### src/rtl/uart_rx_os.sv
// Oversampling UART receiver: mid-bit sampling at OS_RATE x baud,
// configurable framing, valid/ready output with sticky overrun.
module uart_rx_os #(
    parameter int DATA_BITS = 8,
    parameter int OS_RATE   = 16,
    parameter int PARITY    = 0,
    parameter int STOP_BITS = 1
) (
    input  logic                 clk,
    input  logic                 rst,
    input  logic                 baud_tick,
    input  logic                 rx,
    output logic [DATA_BITS-1:0] dout,
    output logic                 dout_valid,
    input  logic                 dout_ready,
    output logic                 frame_err,
    output logic                 parity_err,
    output logic                 overrun,
    output logic                 busy
);

    localparam int TW = $clog2(OS_RATE);
    localparam logic [TW-1:0] T_HALF = TW'(OS_RATE / 2 - 1);
    localparam logic [TW-1:0] T_FULL = TW'(OS_RATE - 1);
    localparam logic [3:0] D_LAST = 4'(DATA_BITS - 1);
    localparam logic [3:0] S_LAST = 4'(STOP_BITS - 1);
    localparam logic ODD = (PARITY == 1);
    localparam logic HAS_PAR = (PARITY != 0);

    typedef enum logic [2:0] {
        IDLE,
        START,
        DATA,
        PAR,
        STOP,
        WAIT_HI
    } state_t;

    logic rx_m, rx_s;
    state_t state_q, state_d;
    logic [TW-1:0] tick_q, tick_d;
    logic [3:0] bit_q, bit_d;
    logic [DATA_BITS-1:0] shreg_q, shreg_d;
    logic ferr_q, ferr_d;
    logic perr_q, perr_d;
    logic done_q, done_d;
    logic mid;
    logic stop_low;

    always_ff @(posedge clk) begin
        if (rst) begin
            rx_m <= 1'b1;
            rx_s <= 1'b1;
        end else begin
            rx_m <= rx;
            rx_s <= rx_m;
        end
    end

    assign mid = (tick_q == T_FULL);
    assign stop_low = ferr_q | ~rx_s;

    always_comb begin
        state_d = state_q;
        tick_d  = tick_q;
        bit_d   = bit_q;
        shreg_d = shreg_q;
        ferr_d  = ferr_q;
        perr_d  = perr_q;
        done_d  = 1'b0;
        if (baud_tick) begin
            unique case (state_q)
                IDLE: begin
                    if (!rx_s) begin
                        state_d = START;
                        tick_d  = '0;
                        bit_d   = '0;
                        ferr_d  = 1'b0;
                        perr_d  = 1'b0;
                    end
                end
                START: begin
                    if (tick_q == T_HALF) begin
                        tick_d  = '0;
                        state_d = rx_s ? IDLE : DATA;
                    end else begin
                        tick_d = tick_q + 1'b1;
                    end
                end
                DATA: begin
                    if (mid) begin
                        tick_d  = '0;
                        shreg_d = {rx_s, shreg_q[DATA_BITS-1:1]};
                        if (bit_q == D_LAST) begin
                            bit_d   = '0;
                            state_d = HAS_PAR ? PAR : STOP;
                        end else begin
                            bit_d = bit_q + 1'b1;
                        end
                    end else begin
                        tick_d = tick_q + 1'b1;
                    end
                end
                PAR: begin
                    if (mid) begin
                        tick_d  = '0;
                        perr_d  = ((^shreg_q) ^ rx_s) != ODD;
                        state_d = STOP;
                    end else begin
                        tick_d = tick_q + 1'b1;
                    end
                end
                STOP: begin
                    if (mid) begin
                        tick_d = '0;
                        ferr_d = stop_low;
                        if (bit_q == S_LAST) begin
                            bit_d   = '0;
                            done_d  = 1'b1;
                            // a low stop bit may be a break: wait for idle
                            state_d = stop_low ? WAIT_HI : IDLE;
                        end else begin
                            bit_d = bit_q + 1'b1;
                        end
                    end else begin
                        tick_d = tick_q + 1'b1;
                    end
                end
                WAIT_HI: begin
                    if (rx_s) begin
                        state_d = IDLE;
                    end
                end
                default: state_d = IDLE;
            endcase
        end
    end

    always_ff @(posedge clk) begin
        if (rst) begin
            state_q <= IDLE;
            tick_q  <= '0;
            bit_q   <= '0;
            shreg_q <= '0;
            ferr_q  <= 1'b0;
            perr_q  <= 1'b0;
            done_q  <= 1'b0;
        end else begin
            state_q <= state_d;
            tick_q  <= tick_d;
            bit_q   <= bit_d;
            shreg_q <= shreg_d;
            ferr_q  <= ferr_d;
            perr_q  <= perr_d;
            done_q  <= done_d;
        end
    end

    // shreg/flags stay put until the next frame's data, so loading
    // them one clk after completion is safe
    always_ff @(posedge clk) begin
        if (rst) begin
            dout       <= '0;
            dout_valid <= 1'b0;
            frame_err  <= 1'b0;
            parity_err <= 1'b0;
            overrun    <= 1'b0;
        end else if (done_q) begin
            if (!dout_valid || dout_ready) begin
                dout       <= shreg_q;
                frame_err  <= ferr_q;
                parity_err <= perr_q;
                dout_valid <= 1'b1;
                if (dout_valid) begin
                    overrun <= 1'b0;
                end
            end else begin
                overrun <= 1'b1;
            end
        end else if (dout_valid && dout_ready) begin
            dout_valid <= 1'b0;
            overrun    <= 1'b0;
        end
    end

    assign busy = (state_q != IDLE);

endmodule

### config.mk
export PLATFORM = sky130hd
export DESIGN_NAME = uart_rx_os
export DESIGN_NICKNAME = d
export VERILOG_FILES = /design/src/rtl/uart_rx_os.sv
export SDC_FILE = /design/constraint.sdc
export NUM_CORES = 1
export LEC_CHECK = 0
export ABC_AREA = 1
export ABC_CLOCK_PERIOD_IN_PS = 2400
export BUFFER_PORTS_ARGS = -buffer_cell sky130_fd_sc_hd__buf_2
export CAP_MARGIN = 10
export CORE_ASPECT_RATIO = 1.75
export CORE_UTILIZATION = 45
export CTS_CLUSTER_SIZE = 14
export DETAILED_ROUTE_END_ITERATION = 8
export GPL_TIMING_DRIVEN = 1
export SLEW_MARGIN = 20
export SYNTH_ARGS = -nofsm -noshare
export SYNTH_HDL_FRONTEND = slang
export SYNTH_SLANG_ARGS = --single-unit
### constraint.sdc
create_clock -name clk -period 2.4 [get_ports clk]
set_input_delay 0.24 -clock clk [delete_from_list [all_inputs] [get_ports clk]]
set_output_delay 0.24 -clock clk [all_outputs]
set_load 0.005 [all_outputs]
# --- Word-level counts from Yosys, hierarchy flattened ---
# Cells that the tools add are included.
totals:
  regBits: 36
  wordCells: 95
  in_bits: 5
classes:
  mux: 32
  eq_ne: 18
  bitwise_logic: 6
  n_addsub: 2
  reduce_logical: 23
ops:
  columns: ["op", "count"]
  rows:
  - ["4-bit 2-to-1 mux", 7]
  - ["3-bit 2-to-1 mux", 9]
  - ["4-bit one-hot mux with 3 select lines", 2]
  - ["3-bit one-hot mux with 6 select lines", 1]
  - ["2-bit != test, second input constant", 8]
  - ["1-bit 2-to-1 mux", 10]
  - ["9-bit AND reduction", 1]
  - ["3-bit nonzero test", 3]
  - ["4-bit by 1-bit adder with 4-bit output, second input constant", 2]
  - ["4-bit by 3-bit == test with 1-bit output, second input constant", 2]
  - ["4-bit AND reduction", 2]
  - ["8-bit XOR reduction", 1]
  - ["3-bit by 2-bit == test with 1-bit output, second input constant", 2]
  - ["3-bit == test, second input constant", 2]
  - ["2-bit AND reduction", 3]
  - ["3-bit AND reduction", 2]
  - ["2-bit nonzero test", 3]
  - ["5-bit AND reduction", 1]
  - ["4-bit == test, second input constant", 1]
  - ["4-bit logical NOT", 1]
  - ["1-bit inverter", 4]
  - ["1-bit one-hot mux with 2 select lines", 2]
  - ["4-bit OR reduction", 1]
  - ["3-bit by 1-bit == test with 1-bit output, second input constant", 1]
  - ["10 further kinds", 10]

# --- Logic depth before layout (Yosys ltp) ---
# Gate-level depths: netlist of the first run.
logic_depth:
  word_depth: 6
  mapped_depth: 12
  depth_no_buf: 12

# --- Worst setup path before layout of the first run ---
# OpenSTA, ideal clock, no wires.
synth_path:
  kind: "register to register"
  startpoint: "register tick_q[0]"
  endpoint: "register state_q[2]"
  setup_ps: 127
  path_slack_ps: 927
  path_stages_with_launch: 11
  t_arrival_ps: 1347
  n_path_buf: 0
  cell_sequence: "dfxtp_1 -> ha_1 -> nand2_2 -> nor2_4 -> inv_2 -> nand2_1 -> inv_2 -> nor3_1 -> nand4_1 -> nand2_1 -> nor2_1"
synth_via:
  elab_chain_len: 3
synth_lines:
  columns: ["element", "line_no", "rtl"]
  rows:
  - ["from (decl)", "41", "logic [TW-1:0] tick_q, tick_d;"]
  - ["from (signal assigned)", "150", "tick_q <= tick_d;"]
  - ["4-bit by 3-bit == test with 1-bit output / 4-bit == test (equally long branches)", "83, 60", null]
  - ["2-bit != test (no line)", null, null]
  - ["9-bit AND reduction (no line) (*)", null, null]
  - ["to (signal assigned)", "149", "state_q <= state_d;"]
  - ["to (decl)", "40", "state_t state_q, state_d;"]
# Mark *: on every way between the ends. The rest lies on a longest branch, timed or not.
# A chain may end at the register's enable or synchronous reset.

# --- Worst setup path in the final report of the first run ---
layout_path:
  startpoint: "register tick_q[0]"
  endpoint: "register shreg_q[6]"
layout_via:
  elab_chain_len: 2
layout_lines:
  columns: ["element", "line_no", "rtl"]
  rows:
  - ["4-bit == test", "60", "assign mid = (tick_q == T_FULL);"]
  - ["3-bit AND reduction (no line)", null, null]
  - ["to (signal assigned)", "152", "shreg_q <= shreg_d;"]
  - ["to (decl)", "43", "logic [DATA_BITS-1:0] shreg_q, shreg_d;"]
# Every way passes these cells.

==> reports/results.tsv, run 1 <==
metric	value	unit
status	complete, no violations	
drc_errors	0	
layout_min_cycle_time	1730	ps
clk_pin_slew	80	ps
hp-class	in2reg	
finalSetupTns	0	ps
cts-root-buf	clkbuf_8	
cpPeakStageDelay	410	ps
critical_path.max_fanout	16	
wirelength	4.07	mm
die_x	50.6	um
initial_utilization	47.7	%
cts_hold_buf	0	
ir_drop	749	uV
leakage	0.962	nW
htree_levels	2	
final_area	2080	um2
cts_made_buffers	5	
crit_family	simple AND/OR/NAND/NOR gates	
yosysTopAreaCellShare	38.7	%
gp_congestion	0.852	
cts_tree	done	
antenna_found_initial	0	
drive_above_1_share	18.3	%
ios	18	
mappedNetlistArea	1860	um2
ys_ff_latch	36	
worst_clock_skew	8.65	ps
clk_latency	290	ps
nNetsFinal	297	
setup_viol	0	
crit_path_end_kind	flop	
clock-sinks	36	
cts-resized-gates	0	
grt_pass1_vias	1608	
final_antenna_net_count	0	
crit_start	tick_q[0]$_SDFFE_PP0P_	
via_per_inst	5.01	
core_area	3900	um2
yosysUniqueCellTypes	30	
hpwlAfterDp	3.13	mm
crit_buf_inv	0	
worst_slew_pin_slew	533	ps
crit_chain	ha_1 > nand2_2 > nor2_4 > nand3_1 > o21ai_0 > a21oi_1	
crit_required	2560	ps
num_antenna_cells	0	
port_buffers	17	
period_share	72.1	%
grt-ovfl-total	0	
worst_ep_arrival_time	1900	ps
grt_pass1_wl	6.84	mm
grt_start_max_net_pins	19	
slew_headroom	64.4	%
die_h	87.1	um
slew_viol_final	0	
powerDensity	915	nW/um2
rsz0062_at_grt	no	
placed_cell_area	1990	um2
crit_path_start_kind	flop	
reg2reg_slack	670	ps
num_rows	30	
synth_sequential_area_ratio	38.7	%
hold_violations	0	
dieArea	4410	um2
drv_cap	0	
cts_max_path_buffers	2	
fmax	578	MHz
ys_top_cells_by_area	dfxtp_1, nand2_1, a21oi_1	
hp-start	rx	
ys_warn_count	0	
syn_avg_cell_area	6.93	um2
avgRoutedWirePerCell	12.0	um
vias	1693	
drtIter0Drc	23	
grtUsageTotal	21.0	%
path_class	reg2reg	
syn-num-nets	277	
r2r-start	tick_q[0]$_SDFFE_PP0P_	
synthCells	269	
synth_largest_area_cell	dfxtp_1	
post_cts_buffers	0	
syn_to_final_growth	11.8	%
pre_cts_slack	681	ps
dr.pass1.iters	6	
setup_slack	669	ps
crit_slowest_cell	nand3_1	
p_total	1.90	mW
-- registers in the layout, summed over array words and instances, names as in the netlist --
name and flops:
shreg_q 8, dout_valid 1, ferr_q 1, tick_q 4
done_q 1, dout 8, rx_s 1, perr_q 1
overrun 1, frame_err 1, parity_err 1, state_q 3
bit_q 4, rx_m 1
-- where the power goes --
part           leakage, nW  total, mW  internal, mW  switching [mW]
Sequential           0.291      0.697         0.642          0.0551
Combinational        0.624      0.777         0.264           0.513
Clock               0.0479      0.431         0.202           0.228
-- final timing paths --
| kind | cells after the start | end |
|---|---|---|
| hold reg to reg | 1 | rx_s$_SDFF_PP1_ |
| setup reg to reg | 6 | shreg_q[6]$_SDFFE_PP0P_ |
| setup / recovery | 6 | shreg_q[6]$_SDFFE_PP0P_ |
| hold / removal | 2 | rx_m$_SDFF_PP1_ |
-- layer usage --
layer | global-route usage [%] | wire length, um | vias to the layer above
li1 | - | - | 900
met1 | 20.5 | 1600 | 770
met2 | 40.2 | 2280 | 15
met3 | 4.19 | 74 | 8
met4 | 10.4 | 106 | 0
met5 | 0 | 0 | -
-- cell type report --
cell class                 instances  area [um2]
clock buffer                       5        68.8
sequential                        36         721
timing repair buffer              18        92.6
tap                               48        60.1
clock inverter                     3        18.8
inverter                          36         135
multi-input combinational        192         986
fill                             458        1820
-- cell usage in the layout, fill, tap and decap left out, types with 4 or more instances in the layout --
master | netlist | final
a21oi_1 | 26 | 26
dfxtp_1 | 36 | 36
o21ai_0 | 26 | 26
buf_2 | 2 | 17
nand2_2 | 6 | 6
nand2_1 | 65 | 65
nor2_1 | 28 | 28
nand3_1 | 11 | 11
nor2_4 | 4 | 4
inv_2 | 8 | 8
clkbuf_8 | 0 | 5
inv_1 | 28 | 28
-- through the flow --
step	utilization [%]	std cells	hold slack, ps
finish	53.3	338	129
global route	53.3	338	125
detailed placement	51.1	330	403
floorplan	-	269	340
global placement	51.1	330	392
CTS	53.3	338	123
-- synthesized netlist by cell type --
cell	number
o211ai_1	1
nand3_1	11
o21ai_1	1
dfxtp_1	36
a21oi_1	26
nand4_1	3
inv_2	8
nand2_1	65
nor4b_1	1
nand3b_4	1
xor2_1	1
buf_2	2
o21ai_2	1
nand2_2	6
clkbuf_1	3
nor2_4	4
a31oi_1	1
nor2_1	28
nor3_1	2
and3_1	1
a211oi_1	2
nand2_4	2
nor2_8	1
o21ai_0	26
inv_1	28
nor2_2	1
or2_2	2
ha_1	3
o21ai_4	1
xnor2_1	1
-- cells by family after synthesis --
logic type	synth area share, %
compound gates	17.1
xor+xnor	0.940
fa+ha+maj	2.01
buf+inv	8.39
flops	38.7
simple gates	32.8
Power figures use the tool's default switching activity.
==> run 2: changes to the inputs <==
--- a/config.mk
+++ b/config.mk
@@ -5,8 +5,8 @@
 export SDC_FILE = /design/constraint.sdc
 export NUM_CORES = 1
 export LEC_CHECK = 0
-export ABC_AREA = 1
-export ABC_CLOCK_PERIOD_IN_PS = 2400
+export ABC_AREA = 0
+export ABC_CLOCK_PERIOD_IN_PS = 1800
 export BUFFER_PORTS_ARGS = -buffer_cell sky130_fd_sc_hd__buf_2
 export CAP_MARGIN = 10
 export CORE_ASPECT_RATIO = 1.75
==> constraint.sdc (replaced) <==
create_clock -name clk -period 1.8 [get_ports clk]
set_input_delay 0.18 -clock clk [delete_from_list [all_inputs] [get_ports clk]]
set_output_delay 0.18 -clock clk [all_outputs]
set_load 0.005 [all_outputs]
==> reports/results.tsv, run 2 <==
metric	value	unit	change
synth_sequential_area_ratio	41.2	%	was 38.7%
synth_largest_area_cell	dfxtp_1		unchanged
layout_common_cells	dfxtp_1, buf_4, nor2_1, mux2i_1, buf_2		was nand2_1, dfxtp_1, inv_1, nor2_1
avgRoutedWirePerCell	14.1	um	was 12.0 um
syn_to_final_growth	30.3	%	was 11.8%
dr.pass1.iters	4		was 6
drc_errors	0		unchanged
final_cells	281		was 338
period_share	105	%	was 72.1%
fin_hold_ws	77.2	ps	was 129 ps
grt_pass1_vias	1599		was 1608
status	complete, but fails checks		was complete, no violations
gp_congestion	0.899		was 0.852
use_met2	40.3	%	was 40.2%
worst_slew_pin_slew	660	ps	was 533 ps
drtIter0Drc	23		unchanged
htree_levels	2		unchanged
hpwlAfterDp	2.87	mm	was 3.13 mm
final_antenna_net_count	0		unchanged
leakage	0.975	nW	was 0.962 nW
yosysMostFrequentCell	dfxtp_1		was nand2_1
min_delay_path_depth	2		unchanged
rr_worst_depth	7		was 6
via_per_inst	5.39		was 5.01
clk_pin_slew	70	ps	was 80 ps
setup_viol	2		was 0
cts_max_path_buffers	2		unchanged
dieArea	4150	um2	was 4410 um2
yosysTopAreaCellShare	41.2	%	was 38.7%
syn_avg_cell_area	9.20	um2	was 6.93 um2
grt_pass1_wl	7.02	mm	was 6.84 mm
dp.cells	269		was 330
ys_top_cells_by_area	dfxtp_1, mux2i_1, nor2_1		was dfxtp_1, nand2_1, a21oi_1
layout_min_cycle_time	1890	ps	was 1730 ps
grt-ovfl-total	0		unchanged
placed_cell_area	2090	um2	was 1990 um2
clk_latency	280	ps	was 290 ps
path_class	reg2reg		unchanged
ys_warn_count	0		unchanged
nNetsFinal	242		was 297
vias	1515		was 1693
fillers	329		was 458
drive_above_1_share	34.5	%	was 18.3%
cts_made_buffers	5		unchanged
synthCells	190		was 269
grtUsageTotal	21.8	%	was 21.0%
multi_input_area	1030	um2	was 986 um2
rsz0062_at_grt	yes		was no
grt_start_max_net_pins	37		was 19
slew_viol_final	0		unchanged
ys.flop_type	dfxtp_1		unchanged
drv_cap	0		unchanged
clock-sinks	36		unchanged
final_util	62.1	%	was 53.3%
wirelength	3.97	mm	was 4.07 mm
cts_hold_buf	0		unchanged
largestRegisters	dout (8), shreg_q (8)		unchanged
worst_ep_arrival_time	2090	ps	was 1900 ps
ys_ff_latch	36		unchanged
worst_clock_skew	3.65	ps	was 8.65 ps
num_antenna_cells	0		unchanged
hp-class	in2reg		unchanged
initial_utilization	47.7	%	about the same
yosysUniqueCellTypes	51		was 30
crit_required	2010	ps	was 2560 ps
slew_headroom	56.0	%	was 64.4%
die_x	49.1	um	was 50.6 um
synth-edff-count	0		unchanged
use_met1	22.3	%	was 20.5%
final_area	2280	um2	was 2080 um2
synthTopCellsByCount	dfxtp_1, nor2_1, mux2i_1		was nand2_1, dfxtp_1, inv_1, nor2_1
hold_violations	0		unchanged
crit_path_end_kind	flop		unchanged
ios	18		unchanged
mappedNetlistArea	1750	um2	was 1860 um2
critical_path.max_fanout	3		was 16
num_rows	29		was 30
die_h	84.4	um	was 87.1 um
top_usage_layer	met2		unchanged
antenna_found_initial	0		unchanged
cts-root-buf	clkbuf_8		unchanged
setup_slack	-85.4	ps	was 669 ps
pre_cts_slack	-97.8	ps	was 681 ps
ff_latch_area	732	um2	was 721 um2
cts_tree	done		unchanged
crit_path_start_kind	flop		unchanged
powerDensity	903	nW/um2	was 915 nW/um2
ir_drop	831	uV	was 749 uV
grt_use_met3	3.80	%	was 4.19%
async_flop_share	0	%	unchanged
syn-num-nets	198		was 277
core_area	3660	um2	was 3900 um2
port_buffers	17		unchanged
violations	negative setup slack		
fmax	530	MHz	was 578 MHz
run 2: cell count changes in the layout (fill, tap and decap cells not counted), moves of 4 or more:
cell      previous run  this run
inv_1               28         7
nand3_1             11         6
o21ai_0             26         3
buf_4                1        27
mux2i_1              0        20
inv_2                8         0
nand2_1             65         9
dfxtp_1             36        27
nand2_2              6         2
a21oi_1             26         8
dfxtp_2              0         9
nand2b_1             0         4
run 2: cells by family after synthesis:
logic type,Yosys count,synth area share (%)
simple gates,70,21.8
flops,36,41.2
compound gates,35,14.0
xor+xnor,7,4.29
mux,21,12.0
fa+ha+maj,4,2.72
buf+inv,17,3.87
run 2: worst max-delay path, stage by stage (launching register included):
cell and delay [ps]:
dfxtp_2 340, ha_4 160, and3_4 180, o21a_1 200
a2111oi_4 240, buf_4 180, or3b_1 360, a21oi_2 150
run 2: layer usage:
layer / part of all wire [%] / vias up / wire (um)
met3: 1.9 / 9 / 77
met5: 0 / - / 0
met1: 40 / 729 / 1590
met4: 2.2 / 0 / 87
met2: 56 / 22 / 2210
li1: - / 755 / -
run 2: final cells by class:
class / count / share of cell area [%]
inverter: 7 / 1.15
tap: 46 / 2.53
clock buffer: 7 / 3.79
clock inverter: 1 / 0.330
multi-input combinational: 137 / 45.2
timing repair buffer: 47 / 14.9
sequential: 36 / 32.1
run 2: timing repair:
item / in CTS / in global routing
setup buffers: 4 / 0
endpoints found under the setup margin: 6 / 8
pin swaps: 4 / 2
resized for setup: 7 / 13
run 2: worst paths after layout:
kind                                             start                endpoint  slack [ps]
worst max-delay path            tick_q[0]$_SDFFE_PP0P_  tick_q[0]$_SDFFE_PP0P_         -90
worst min-delay path                                rx         rx_m$_SDFF_PP1_          80
worst max register to register  tick_q[0]$_SDFFE_PP0P_  tick_q[0]$_SDFFE_PP0P_         -90
worst min register to register         rx_m$_SDFF_PP1_         rx_s$_SDFF_PP1_         430
run 2: per-stage QoR:
stage / TNS (ps) / power [mW]
after CTS: -59.8 / 2.05
after global placement: -67.8 / 1.39
after global routing: -405 / 2.16
final: -116 / 2.06
after floorplan: 0 / 1.17
after detailed placement: -319 / 1.40
run 2: power by group:
part	internal [mW]	switching (mW)
combinational	0.324	0.296
clock	0.311	0.286
sequential	0.818	0.0213
total	1.45	0.604
==> run 3: changes to the inputs <==
--- a/config.mk
+++ b/config.mk
@@ -5,15 +5,18 @@
 export SDC_FILE = /design/constraint.sdc
 export NUM_CORES = 1
 export LEC_CHECK = 0
-export ABC_AREA = 0
 export ABC_CLOCK_PERIOD_IN_PS = 1800
 export BUFFER_PORTS_ARGS = -buffer_cell sky130_fd_sc_hd__buf_2
 export CAP_MARGIN = 10
+export CELL_PAD_IN_SITES_DETAIL_PLACEMENT = 0
+export CELL_PAD_IN_SITES_GLOBAL_PLACEMENT = 1
 export CORE_ASPECT_RATIO = 1.75
-export CORE_UTILIZATION = 45
+export CORE_UTILIZATION = 44
+export CTS_CLUSTER_DIAMETER = 100
 export CTS_CLUSTER_SIZE = 14
 export DETAILED_ROUTE_END_ITERATION = 8
 export GPL_TIMING_DRIVEN = 1
+export PLACE_DENSITY_LB_ADDON = 0.1
 export SLEW_MARGIN = 20
 export SYNTH_ARGS = -nofsm -noshare
 export SYNTH_HDL_FRONTEND = slang
==> reports/results.tsv, run 3 (synthesis results as in run 2) <==
metric	value	unit	change
powerDensity	891	nW/um2	was 903 nW/um2
initial_utilization	45.7	%	was 47.7%
port_buffers	17		unchanged
drv_cap	0		unchanged
crit_buf_inv	1		unchanged
worst_ep_arrival_time	2070	ps	was 2090 ps
layout_common_cells	dfxtp_1, buf_4, nor2_1, mux2i_1, buf_2		unchanged
vias	1507		was 1515
rsz0062_at_grt	yes		unchanged
r2r-start	tick_q[0]$_SDFFE_PP0P_		unchanged
dr_wl_met3	86	um	was 77 um
reg2reg_slack	-60	ps	was -90 ps
crit_path_start_kind	flop		unchanged
gp_congestion	0.882		was 0.899
pre_cts_slack	-85.3	ps	was -97.8 ps
clk_latency	290	ps	was 280 ps
antenna_found_initial	0		unchanged
hp-start	rx		unchanged
min_to	rx_m$_SDFF_PP1_		unchanged
status	complete, but fails checks		unchanged
slew_headroom	67.8	%	was 56.0%
fmax	538	MHz	was 530 MHz
num_antenna_cells	0		unchanged
grt_pass1_vias	1446		was 1599
grtUsageTotal	19.5	%	was 21.8%
drtIter0Drc	19		was 23
m1WireLength	1.60	mm	was 1.59 mm
worst_clock_skew	12.8	ps	was 3.65 ps
core_area	3830	um2	was 3660 um2
crit_slowest_cell	dfxtp_2		was or3b_1
finalSetupTns	-110	ps	was -116 ps
num_rows	30		was 29
fillers	369		was 329
hpwlAfterDp	2.85	mm	was 2.87 mm
dieArea	4240	um2	was 4150 um2
drc_errors	0		unchanged
path_class	reg2reg		unchanged
avgRoutedWirePerCell	13.8	um	was 14.1 um
violations	negative setup slack		unchanged
leakage	0.982	nW	was 0.975 nW
rr_worst_depth	7		unchanged
final_util	59.2	%	was 62.1%
hold_violations	0		unchanged
period_share	103	%	was 105%
layout_commonest_cell	dfxtp_1		
placed_cell_area	2100	um2	was 2090 um2
final_cells	284		was 281
htree_levels	2		unchanged
dr.pass1.iters	4		unchanged
clk_pin_slew	80	ps	was 70 ps
multi_input_area	1010	um2	was 1030 um2
grt_pass1_wl	6.40	mm	was 7.02 mm
setup_viol	2		unchanged
crit_family	compound AO/OA/AOI/OAI gates		unchanged
clock-sinks	36		unchanged
ir_drop	734	uV	was 831 uV
crit_chain	ha_4 > and3_4 > o21a_1 > a2111oi_4 > buf_4 > or3b_1 > a21oi_1		was ha_4 > and3_4 > o21a_1 > a2111oi_4 > buf_4 > or3b_1 > a21oi_2
final_area	2260	um2	was 2280 um2
routed.top_layer	met4		unchanged
crit_path_end_kind	flop		unchanged
die_x	49.6	um	was 49.1 um
crit_required	2010	ps	about the same
wirelength	3.93	mm	was 3.97 mm
worst_slew_pin_slew	483	ps	was 660 ps
cts_max_path_buffers	2		unchanged
largestRegisters	dout (8), shreg_q (8)		unchanged
wl_met2	2.15	mm	was 2.21 mm
drive_above_1_share	31.8	%	was 34.5%
final_antenna_net_count	0		unchanged
p_total	2.02	mW	was 2.06 mW
cts_tree	done		unchanged
fin_hold_ws	83.4	ps	was 77.2 ps
cts-root-buf	clkbuf_8		unchanged
ff_latch_area	726	um2	was 732 um2
cts_hold_buf	0		unchanged
die_h	85.4	um	was 84.4 um
cts_made_buffers	5		unchanged
hp-class	in2reg		unchanged
layout_min_cycle_time	1860	ps	was 1890 ps
min_delay_path_depth	2		unchanged
critical_path.max_fanout	4		was 3
via_per_inst	5.31		was 5.39
cpPeakStageDelay	340	ps	was 360 ps
ios	18		unchanged
nNetsFinal	243		was 242
rr_endpoint	tick_q[0]$_SDFFE_PP0P_		unchanged
grt_start_max_net_pins	27		was 37
syn_to_final_growth	29.6	%	was 30.3%
grt-ovfl-total	0		unchanged
slew_viol_final	0		unchanged
setup_slack	-59.7	ps	was -85.4 ps
dp.cells	272		was 269
-- run 3: cell types whose count changed in the layout (fill, tap and decap cells not counted), sizes merged --
cell      before  now
buf           47   48
clkinv         0    2
clkinvlp       1    0
clkbuf         7    6
-- run 3: power by group --
part	switching [mW]	leakage (nW)	internal [mW]	total, mW
Clock	0.287	0.0510	0.305	0.592
Combinational	0.283	0.638	0.302	0.585
Sequential	0.0237	0.293	0.816	0.840
-- run 3: cell type report --
cell class | count | area share, %
clock inverters | 2 | 0.442
inverters | 7 | 1.16
repair buffers | 48 | 15.3
multi-input cells | 137 | 44.8
clock buffers | 6 | 3.65
well taps | 48 | 2.65
flip-flops and latches | 36 | 32.0
-- run 3: routing by layer --
layer	vias to the layer above	track usage, %
met1	725	21.4
met3	10	3.58
li1	756	-
met4	0	10.1
met2	16	34.6
met5	-	0
-- run 3: worst max-delay path by stage --
| stage | start | endpoint | slack (ps) | cells past startpoint |
|---|---|---|---|---|
| 2_1_floorplan | tick_q[0]$_SDFFE_PP0P_ | bit_q[0]$_SDFFE_PP0P_ | 10 | 6 |
| 3_3_place_gp | tick_q[0]$_SDFFE_PP0P_ | tick_q[0]$_SDFFE_PP0P_ | -30 | 7 |
| 3_5_place_dp | tick_q[0]$_SDFFE_PP0P_ | tick_q[0]$_SDFFE_PP0P_ | -90 | 7 |
| 4_1_cts | bit_q[0]$_SDFFE_PP0P_ | state_q[2]$_SDFFE_PP0P_ | -80 | 7 |
| 5_1_grt | bit_q[0]$_SDFFE_PP0P_ | state_q[2]$_SDFFE_PP0P_ | -130 | 7 |
| 6_report | tick_q[0]$_SDFFE_PP0P_ | tick_q[0]$_SDFFE_PP0P_ | -60 | 7 |
-- run 3: repair_timing --
item / 4_1_cts / 5_1_grt
setup endpoints to repair: 7 / 8
setup buffers: 1 / 3
resized for setup: 2 / 10
pin swaps: 1 / 1
